==> config.mk <==
export PLATFORM = sky130hd
export DESIGN_NAME = axil_reg_slave
export DESIGN_NICKNAME = d
export VERILOG_FILES = /design/src/rtl/axil_reg_pkg.sv /design/src/rtl/axil_wr_capture.sv /design/src/rtl/axil_reg_slave.sv
export SDC_FILE = /design/constraint.sdc
export NUM_CORES = 1
export LEC_CHECK = 0
export CAP_MARGIN = 20
export CORE_MARGIN = 3
export CORE_UTILIZATION = 39
export CTS_BUF_LIST = sky130_fd_sc_hd__clkbuf_4 sky130_fd_sc_hd__clkbuf_8 sky130_fd_sc_hd__clkbuf_16
export DETAILED_ROUTE_END_ITERATION = 12
export GPL_ROUTABILITY_DRIVEN = 0
export HOLD_SLACK_MARGIN = 0.03
export PLACE_DENSITY_LB_ADDON = 0.12
export SYNTH_ARGS = -nofsm -noshare
export SYNTH_HDL_FRONTEND = slang
export SYNTH_SLANG_ARGS = --single-unit
==> constraint.sdc <==
create_clock -name clk -period 6.35 [get_ports clk]
set_input_delay 1.27 -clock clk [delete_from_list [all_inputs] [get_ports clk]]
set_output_delay 1.27 -clock clk [all_outputs]
set_load 0.02 [all_outputs]
==> src/rtl/axil_reg_pkg.sv <==
// rtl/axil_reg_pkg.sv - register map constants and helpers for axil_reg_slave
package axil_reg_pkg;

    localparam int          WIN_BITS     = 5;
    localparam logic [31:0] DEF_ID_VALUE = 32'h4E41_0001;

    typedef enum logic [2:0] {
        OFF_CTRL     = 3'd0,
        OFF_IRQ_EN   = 3'd1,
        OFF_STATUS   = 3'd2,
        OFF_SCRATCH0 = 3'd3,
        OFF_SCRATCH1 = 3'd4,
        OFF_SCRATCH2 = 3'd5,
        OFF_ID       = 3'd6,
        OFF_CYCLES   = 3'd7
    } reg_off_e;

    function automatic logic [31:0] strb_merge(input logic [31:0] old_val,
                                               input logic [31:0] new_val,
                                               input logic [3:0]  strb);
        logic [31:0] res;
        res = old_val;
        for (int b = 0; b < 4; b++) begin
            if (strb[b]) res[8*b +: 8] = new_val[8*b +: 8];
        end
        return res;
    endfunction

endpackage

==> src/rtl/axil_wr_capture.sv <==
// rtl/axil_wr_capture.sv - independent AW/W holding registers with commit and B response
module axil_wr_capture (
    input  logic        clk,
    input  logic        resetn,
    input  logic        awvalid_i,
    output logic        awready_o,
    input  logic [31:0] awaddr_i,
    input  logic        wvalid_i,
    output logic        wready_o,
    input  logic [31:0] wdata_i,
    input  logic [3:0]  wstrb_i,
    output logic        bvalid_o,
    input  logic        bready_i,
    output logic        commit_o,
    output logic [31:0] commit_addr_o,
    output logic [31:0] commit_data_o,
    output logic [3:0]  commit_strb_o
);

    logic        aw_held_q, aw_held_d;
    logic        w_held_q, w_held_d;
    logic        bvalid_q, bvalid_d;
    logic [31:0] aw_addr_q, aw_addr_d;
    logic [31:0] w_data_q, w_data_d;
    logic [3:0]  w_strb_q, w_strb_d;
    logic        aw_hs, w_hs;

    assign awready_o = !aw_held_q && !bvalid_q;
    assign wready_o  = !w_held_q && !bvalid_q;
    assign bvalid_o  = bvalid_q;

    assign aw_hs = awvalid_i && awready_o;
    assign w_hs  = wvalid_i && wready_o;

    // Commit as soon as both halves are present, held or arriving this edge.
    assign commit_o      = (aw_held_q || aw_hs) && (w_held_q || w_hs);
    assign commit_addr_o = aw_held_q ? aw_addr_q : awaddr_i;
    assign commit_data_o = w_held_q ? w_data_q : wdata_i;
    assign commit_strb_o = w_held_q ? w_strb_q : wstrb_i;

    always_comb begin
        aw_held_d = aw_held_q;
        w_held_d  = w_held_q;
        bvalid_d  = bvalid_q;
        aw_addr_d = aw_addr_q;
        w_data_d  = w_data_q;
        w_strb_d  = w_strb_q;
        if (aw_hs) begin
            aw_held_d = 1'b1;
            aw_addr_d = awaddr_i;
        end
        if (w_hs) begin
            w_held_d = 1'b1;
            w_data_d = wdata_i;
            w_strb_d = wstrb_i;
        end
        if (bvalid_q && bready_i) bvalid_d = 1'b0;
        if (commit_o) begin
            aw_held_d = 1'b0;
            w_held_d  = 1'b0;
            bvalid_d  = 1'b1;
        end
    end

    always_ff @(posedge clk or negedge resetn) begin
        if (!resetn) begin
            aw_held_q <= 1'b0;
            w_held_q  <= 1'b0;
            bvalid_q  <= 1'b0;
            aw_addr_q <= '0;
            w_data_q  <= '0;
            w_strb_q  <= '0;
        end else begin
            aw_held_q <= aw_held_d;
            w_held_q  <= w_held_d;
            bvalid_q  <= bvalid_d;
            aw_addr_q <= aw_addr_d;
            w_data_q  <= w_data_d;
            w_strb_q  <= w_strb_d;
        end
    end

endmodule

==> src/rtl/axil_reg_slave.sv <==
// rtl/axil_reg_slave.sv - AXI4-Lite control/status register bank; AXIL_REG_SLAVE_CYCLES_EN adds CYCLES counter
module axil_reg_slave
    import axil_reg_pkg::*;
#(
    parameter logic [31:0] BASE_ADDR = 32'h0300_0000,
    parameter logic [31:0] ID_VALUE  = DEF_ID_VALUE
) (
    input  logic        clk,
    input  logic        resetn,
    input  logic        ext_awvalid,
    output logic        ext_awready,
    input  logic [31:0] ext_awaddr,
    input  logic        ext_wvalid,
    output logic        ext_wready,
    input  logic [31:0] ext_wdata,
    input  logic [3:0]  ext_wstrb,
    output logic        ext_bvalid,
    input  logic        ext_bready,
    input  logic        ext_arvalid,
    output logic        ext_arready,
    input  logic [31:0] ext_araddr,
    output logic        ext_rvalid,
    input  logic        ext_rready,
    output logic [31:0] ext_rdata,
    output logic [31:0] ctrl_o,
    input  logic [31:0] status_i,
    output logic        irq_o
);

    logic             wr_commit;
    logic [31:0]      wr_addr, wr_data;
    logic [3:0]       wr_strb;
    logic             wr_hit, rd_hit, ar_hs;
    reg_off_e         wr_off, rd_off;
    logic [31:0]      ctrl_q, ctrl_d, irq_en_q, irq_en_d;
    logic [2:0][31:0] scratch_q, scratch_d;
    logic [31:0]      rdata_q, rdata_d, rd_val, cycles_val;
    logic             rvalid_q, rvalid_d, irq_q, irq_d;
    logic             unused_addr_bits;

    axil_wr_capture u_wr_capture (
        .clk           (clk),
        .resetn        (resetn),
        .awvalid_i     (ext_awvalid),
        .awready_o     (ext_awready),
        .awaddr_i      (ext_awaddr),
        .wvalid_i      (ext_wvalid),
        .wready_o      (ext_wready),
        .wdata_i       (ext_wdata),
        .wstrb_i       (ext_wstrb),
        .bvalid_o      (ext_bvalid),
        .bready_i      (ext_bready),
        .commit_o      (wr_commit),
        .commit_addr_o (wr_addr),
        .commit_data_o (wr_data),
        .commit_strb_o (wr_strb)
    );

    assign unused_addr_bits = ^{wr_addr[1:0], ext_araddr[1:0]};

    assign wr_hit = (wr_addr[31:WIN_BITS] == BASE_ADDR[31:WIN_BITS]);
    assign wr_off = reg_off_e'(wr_addr[WIN_BITS-1:2]);
    assign rd_hit = (ext_araddr[31:WIN_BITS] == BASE_ADDR[31:WIN_BITS]);
    assign rd_off = reg_off_e'(ext_araddr[WIN_BITS-1:2]);

`ifdef AXIL_REG_SLAVE_CYCLES_EN
    logic [31:0] cycles_q;
    always_ff @(posedge clk or negedge resetn) begin
        if (!resetn) cycles_q <= '0;
        else         cycles_q <= cycles_q + 32'd1;
    end
    assign cycles_val = cycles_q;
`else
    assign cycles_val = '0;
`endif

    // RO offsets and out-of-window writes fall through untouched but are still acknowledged.
    always_comb begin
        ctrl_d    = ctrl_q;
        irq_en_d  = irq_en_q;
        scratch_d = scratch_q;
        if (wr_commit && wr_hit) begin
            case (wr_off)
                OFF_CTRL:     ctrl_d       = strb_merge(ctrl_q, wr_data, wr_strb);
                OFF_IRQ_EN:   irq_en_d     = strb_merge(irq_en_q, wr_data, wr_strb);
                OFF_SCRATCH0: scratch_d[0] = strb_merge(scratch_q[0], wr_data, wr_strb);
                OFF_SCRATCH1: scratch_d[1] = strb_merge(scratch_q[1], wr_data, wr_strb);
                OFF_SCRATCH2: scratch_d[2] = strb_merge(scratch_q[2], wr_data, wr_strb);
                default: ;
            endcase
        end
    end

    always_comb begin
        rd_val = '0;
        if (rd_hit) begin
            case (rd_off)
                OFF_CTRL:     rd_val = ctrl_q;
                OFF_IRQ_EN:   rd_val = irq_en_q;
                OFF_STATUS:   rd_val = status_i;
                OFF_SCRATCH0: rd_val = scratch_q[0];
                OFF_SCRATCH1: rd_val = scratch_q[1];
                OFF_SCRATCH2: rd_val = scratch_q[2];
                OFF_ID:       rd_val = ID_VALUE;
                OFF_CYCLES:   rd_val = cycles_val;
                default:      rd_val = '0;
            endcase
        end
    end

    // Read samples pre-write register values, so a same-edge commit is not visible.
    assign ext_arready = !rvalid_q;
    assign ar_hs       = ext_arvalid && ext_arready;

    always_comb begin
        rvalid_d = rvalid_q;
        rdata_d  = rdata_q;
        if (rvalid_q && ext_rready) rvalid_d = 1'b0;
        if (ar_hs) begin
            rvalid_d = 1'b1;
            rdata_d  = rd_val;
        end
        irq_d = |(status_i & irq_en_q);
    end

    always_ff @(posedge clk or negedge resetn) begin
        if (!resetn) begin
            ctrl_q    <= '0;
            irq_en_q  <= '0;
            scratch_q <= '0;
            rdata_q   <= '0;
            rvalid_q  <= 1'b0;
            irq_q     <= 1'b0;
        end else begin
            ctrl_q    <= ctrl_d;
            irq_en_q  <= irq_en_d;
            scratch_q <= scratch_d;
            rdata_q   <= rdata_d;
            rvalid_q  <= rvalid_d;
            irq_q     <= irq_d;
        end
    end

    assign ext_rvalid = rvalid_q;
    assign ext_rdata  = rdata_q;
    assign ctrl_o     = ctrl_q;
    assign irq_o      = irq_q;

endmodule

==> metrics.md <==
| Metric | Value |
|---|---|
| Setup TNS Final | 0 ns |
| Arrival time of the worst setup path | 4.32 ns |
| LEAKAGE | 7.38 nW |
| CP max FO | 20 |
| Rows | 66 |
| CTS clock-pin slew for the worst setup and hold paths | 0.06 ns |
| Yosys top cell area share | 50.4% |
| # clock sinks | 263 |
| Fraction of the yosys area taken by sequential cells | 50.4% |
| Share of cells above drive strength 1 | 32.5% |
| Mapped Nets | 1115 |
| Synth Area in Adders | 0% |
| Clock Skews | 0.0176 ns |
| Synth Register Bits | 263 |
| Average cell area after synthesis | 13.4 um^2 |
| Setup violators final | 0 |
| Die area | 35700 um^2 |
| Starting density of the core | 39.8% |
| Area grow syn2layout | 27.5% |
| Worst-case clock buffer depth | 3 |
| Final Util | 50.8% |
| Skew-Pair Late Insertion Delay | 0.55 ns |
| DRC viols | 0 |
| Power per cell area | 291 nW/um^2 |
| Core Box Area | 32800 um^2 |
| WP data required | 6.78 ns |
| Post-Route WL | 37.9 mm |
| Synth Area in XOR/XNOR | 0% |
| Pre-Repair DR Iteration Count | 5 |
| TritonCTS Buffers | 30 |
| Fin. Hold Viols | 0 |
| Worst Hold Class | reg -> reg |
| Initial antenna violation count | 1 |
| RSZ-0062 raised after global routing | no |
| Starting DRC count in detailed routing | 707 |
| Hold Path Cell Cnt | 2 |
| Final Cycle Share | 61.2% |
| Routed WL per cell | 23.1 um |
| Filler cells | 2917 |
| Multiplexer share of the synthesized area | 29.9% |
| IO Port Bufs | 204 |
| # IOs | 209 |
| Area leader, netlist | dfrtp_1 |
| Total of max-cap violations | 0 |
| Final HPWL from detailed placement | 25.5 mm |
| Max Slew Vio Count | 0 |
| Vias in the first global route | 9393 |
| Hold buffer count at CTS | 0 |
| Launch point of the critical path | ext_awaddr[27] |
| CP Capture Type | register |
| CTS tree | built |
| Via Count | 8896 |
| Hold wc startpoint | ext_rdata[18] |
| Vias per cell | 5.41 |
| Simple-gate share of the synthesized area | 9.08% |
| Post-CTS sizing | 0 |
| Launching point of the worst reg2reg path | u_wr_capture.aw_held_q |
| Die W | 189 um |
| Largest family of logic cells by synthesized area | multiplexers |
| Cell area after synthesis | 13100 um^2 |
| Largest cells by area after synthesis | dfrtp_1, mux2_4, mux2_2, nor4_4, o21ai_0 |
| Worst-case reg-to-reg path depth | 4 |
| Layout net count | 1319 |
| Antenna viol nets, final | 0 |
| Final min period | 3.89 ns |
| First-pass GRT wire length | 58.3 mm |
| Yosys Warn Count | 0 |
| Kind of critical path | in -> reg |
| Maximum clock frequency | 0.257 GHz |
| Outcome | finished, final reports clean |
| CP Launch Type | input pin |
| Die H | 189 um |
| Main flop type after synthesis | dfrtp_1 |
| Worst Hold End | ext_rdata[18] |
| Post-synth EDFFs | 0 |
| Worst VDD drop | 0.000246 V |
| Largest net degree at the start of global routing | 146 |
| Relative slew margins | 25.6% |
| Htree depth | 1 |
| GRT Util Overall | 21.0% |
| Diode count | 0 |
| Area of the multi-input gates | 6210 um^2 |
| Worst-Margin Slew | 1.11 ns |
| Critical R2R Capture | scratch_q[54] |
| FF+latch area | 6580 um^2 |
| Yosys cell types | 37 |
| # Post-CTS Setup Buffers | 0 |
| CTS root buffer | clkbuf_16 |
| R2R Setup Slk | 2.76 ns |
| Compound-Gate Fraction of Synth Area | 8.38% |
| Share of synthesized registers carrying an async set or reset | 100% |
| Cells after synthesis | 976 |
| GRT Residual Overflow | 0 |
kinds of logic (layout without fill, tap and decap cells):
| logic type | Yosys count | in the layout |
|---|---|---|
| compound gates | 160 | 160 |
| simple gates | 186 | 186 |
| buf+inv | 73 | 299 |
| mux | 294 | 294 |
| flops | 263 | 263 |
registers in the layout (all words and copies together), names as in the netlist, 4 cells and up:
register,flops
scratch_q,96
ctrl_o,32
ext_rdata,32
irq_en_q,32
u_wr_capture.w_data_q,32
u_wr_capture.aw_addr_q,30
u_wr_capture.w_strb_q,4
cell usage in the layout, fill, tap and decap left out, types with 4 or more instances in the layout:
| master | count |
|---|---|
| nor2_1 | 52 |
| nor4_1 | 8 |
| nor3_1 | 6 |
| a222oi_1 | 15 |
| mux2_2 | 126 |
| o22ai_1 | 9 |
| clkdlybuf4s50_1 | 202 |
| dfrtp_1 | 262 |
| buf_4 | 18 |
| clkbuf_8 | 7 |
| o31ai_1 | 29 |
| o21ai_0 | 46 |
| nand4_1 | 4 |
| nor4b_1 | 6 |
| a21oi_1 | 20 |
| a221oi_1 | 13 |
| a22o_1 | 5 |
| a22oi_1 | 15 |
| nand2_1 | 59 |
| mux2i_1 | 8 |
| inv_1 | 20 |
| nor4_4 | 20 |
| clkbuf_16 | 31 |
| clkbuf_4 | 10 |
| mux2_4 | 160 |
| nand3_1 | 14 |
stage by stage:
| step | cell area, um^2 | hold WS (ns) | std cells | worst slack, ns | power (mW) |
|---|---|---|---|---|---|
| after floorplan | 13100 | 0.472 | 976 | 2.96 | 2.74 |
| after global placement | 15600 | 0.462 | 1589 | 1.90 | 3.12 |
| after detailed placement | 15600 | 0.467 | 1589 | 1.90 | 3.14 |
| after CTS | 16600 | 0.480 | 1643 | 2.46 | 4.90 |
| after global routing | 16600 | 0.502 | 1644 | 2.41 | 5.08 |
| final | 16600 | 0.473 | 1644 | 2.46 | 4.84 |
how the worst max path moves through the flow:
stage | to | slack, ns | cells after the start
2_1_floorplan | ctrl_o[0] | 2.96 | 6
3_3_place_gp | scratch_q[54] | 1.90 | 7
3_5_place_dp | ctrl_o[21] | 1.90 | 7
4_1_cts | ctrl_o[23] | 2.46 | 7
5_1_grt | scratch_q[63] | 2.41 | 7
6_report | scratch_q[54] | 2.46 | 7
synthesized netlist by cell type, types with 9 or more instances:
cell and n:
a22oi_1 15, nor2_1 52, nor4_4 20, a21oi_1 20
inv_1 20, o31ai_1 29, mux2_4 160, mux2_2 126
a222oi_1 15, nand3_1 14, dfrtp_1 263, nand2_1 59
a221oi_1 13, o22ai_1 9, o21ai_0 46, clkbuf_1 38
power breakdown:
group | switching [mW] | internal, mW
clock network | 0.686 | 1.06
registers | 0.123 | 1.90
logic | 0.563 | 0.511
cell type report:
| cell class | instances | area share, % |
|---|---|---|
| clock buffers | 48 | 5.69 |
| clock inverters | 6 | 0.368 |
| inverters | 21 | 0.474 |
| multi-input cells | 640 | 37.3 |
| flip-flops and latches | 263 | 39.5 |
| well taps | 442 | 3.32 |
| repair buffers | 224 | 13.3 |
worst max-delay path: stages:
cell             delay, ns
clkdlybuf4s50_1       0.42
or4b_1                0.51
nor3_1                0.34
a31oi_4               0.05
buf_4                 0.33
nor4_4                1.01
mux2_4                0.35
layer usage:
| layer | vias up | routed length (um) | global-route usage [%] |
|---|---|---|---|
| met5 | - | 13 | 0 |
| met3 | 44 | 2060 | 3.24 |
| li1 | 4038 | - | - |
| met1 | 4560 | 17200 | 29.7 |
| met2 | 252 | 18000 | 34.3 |
| met4 | 2 | 643 | 4.35 |
No activity file was read; power rests on OpenSTA's default activity.
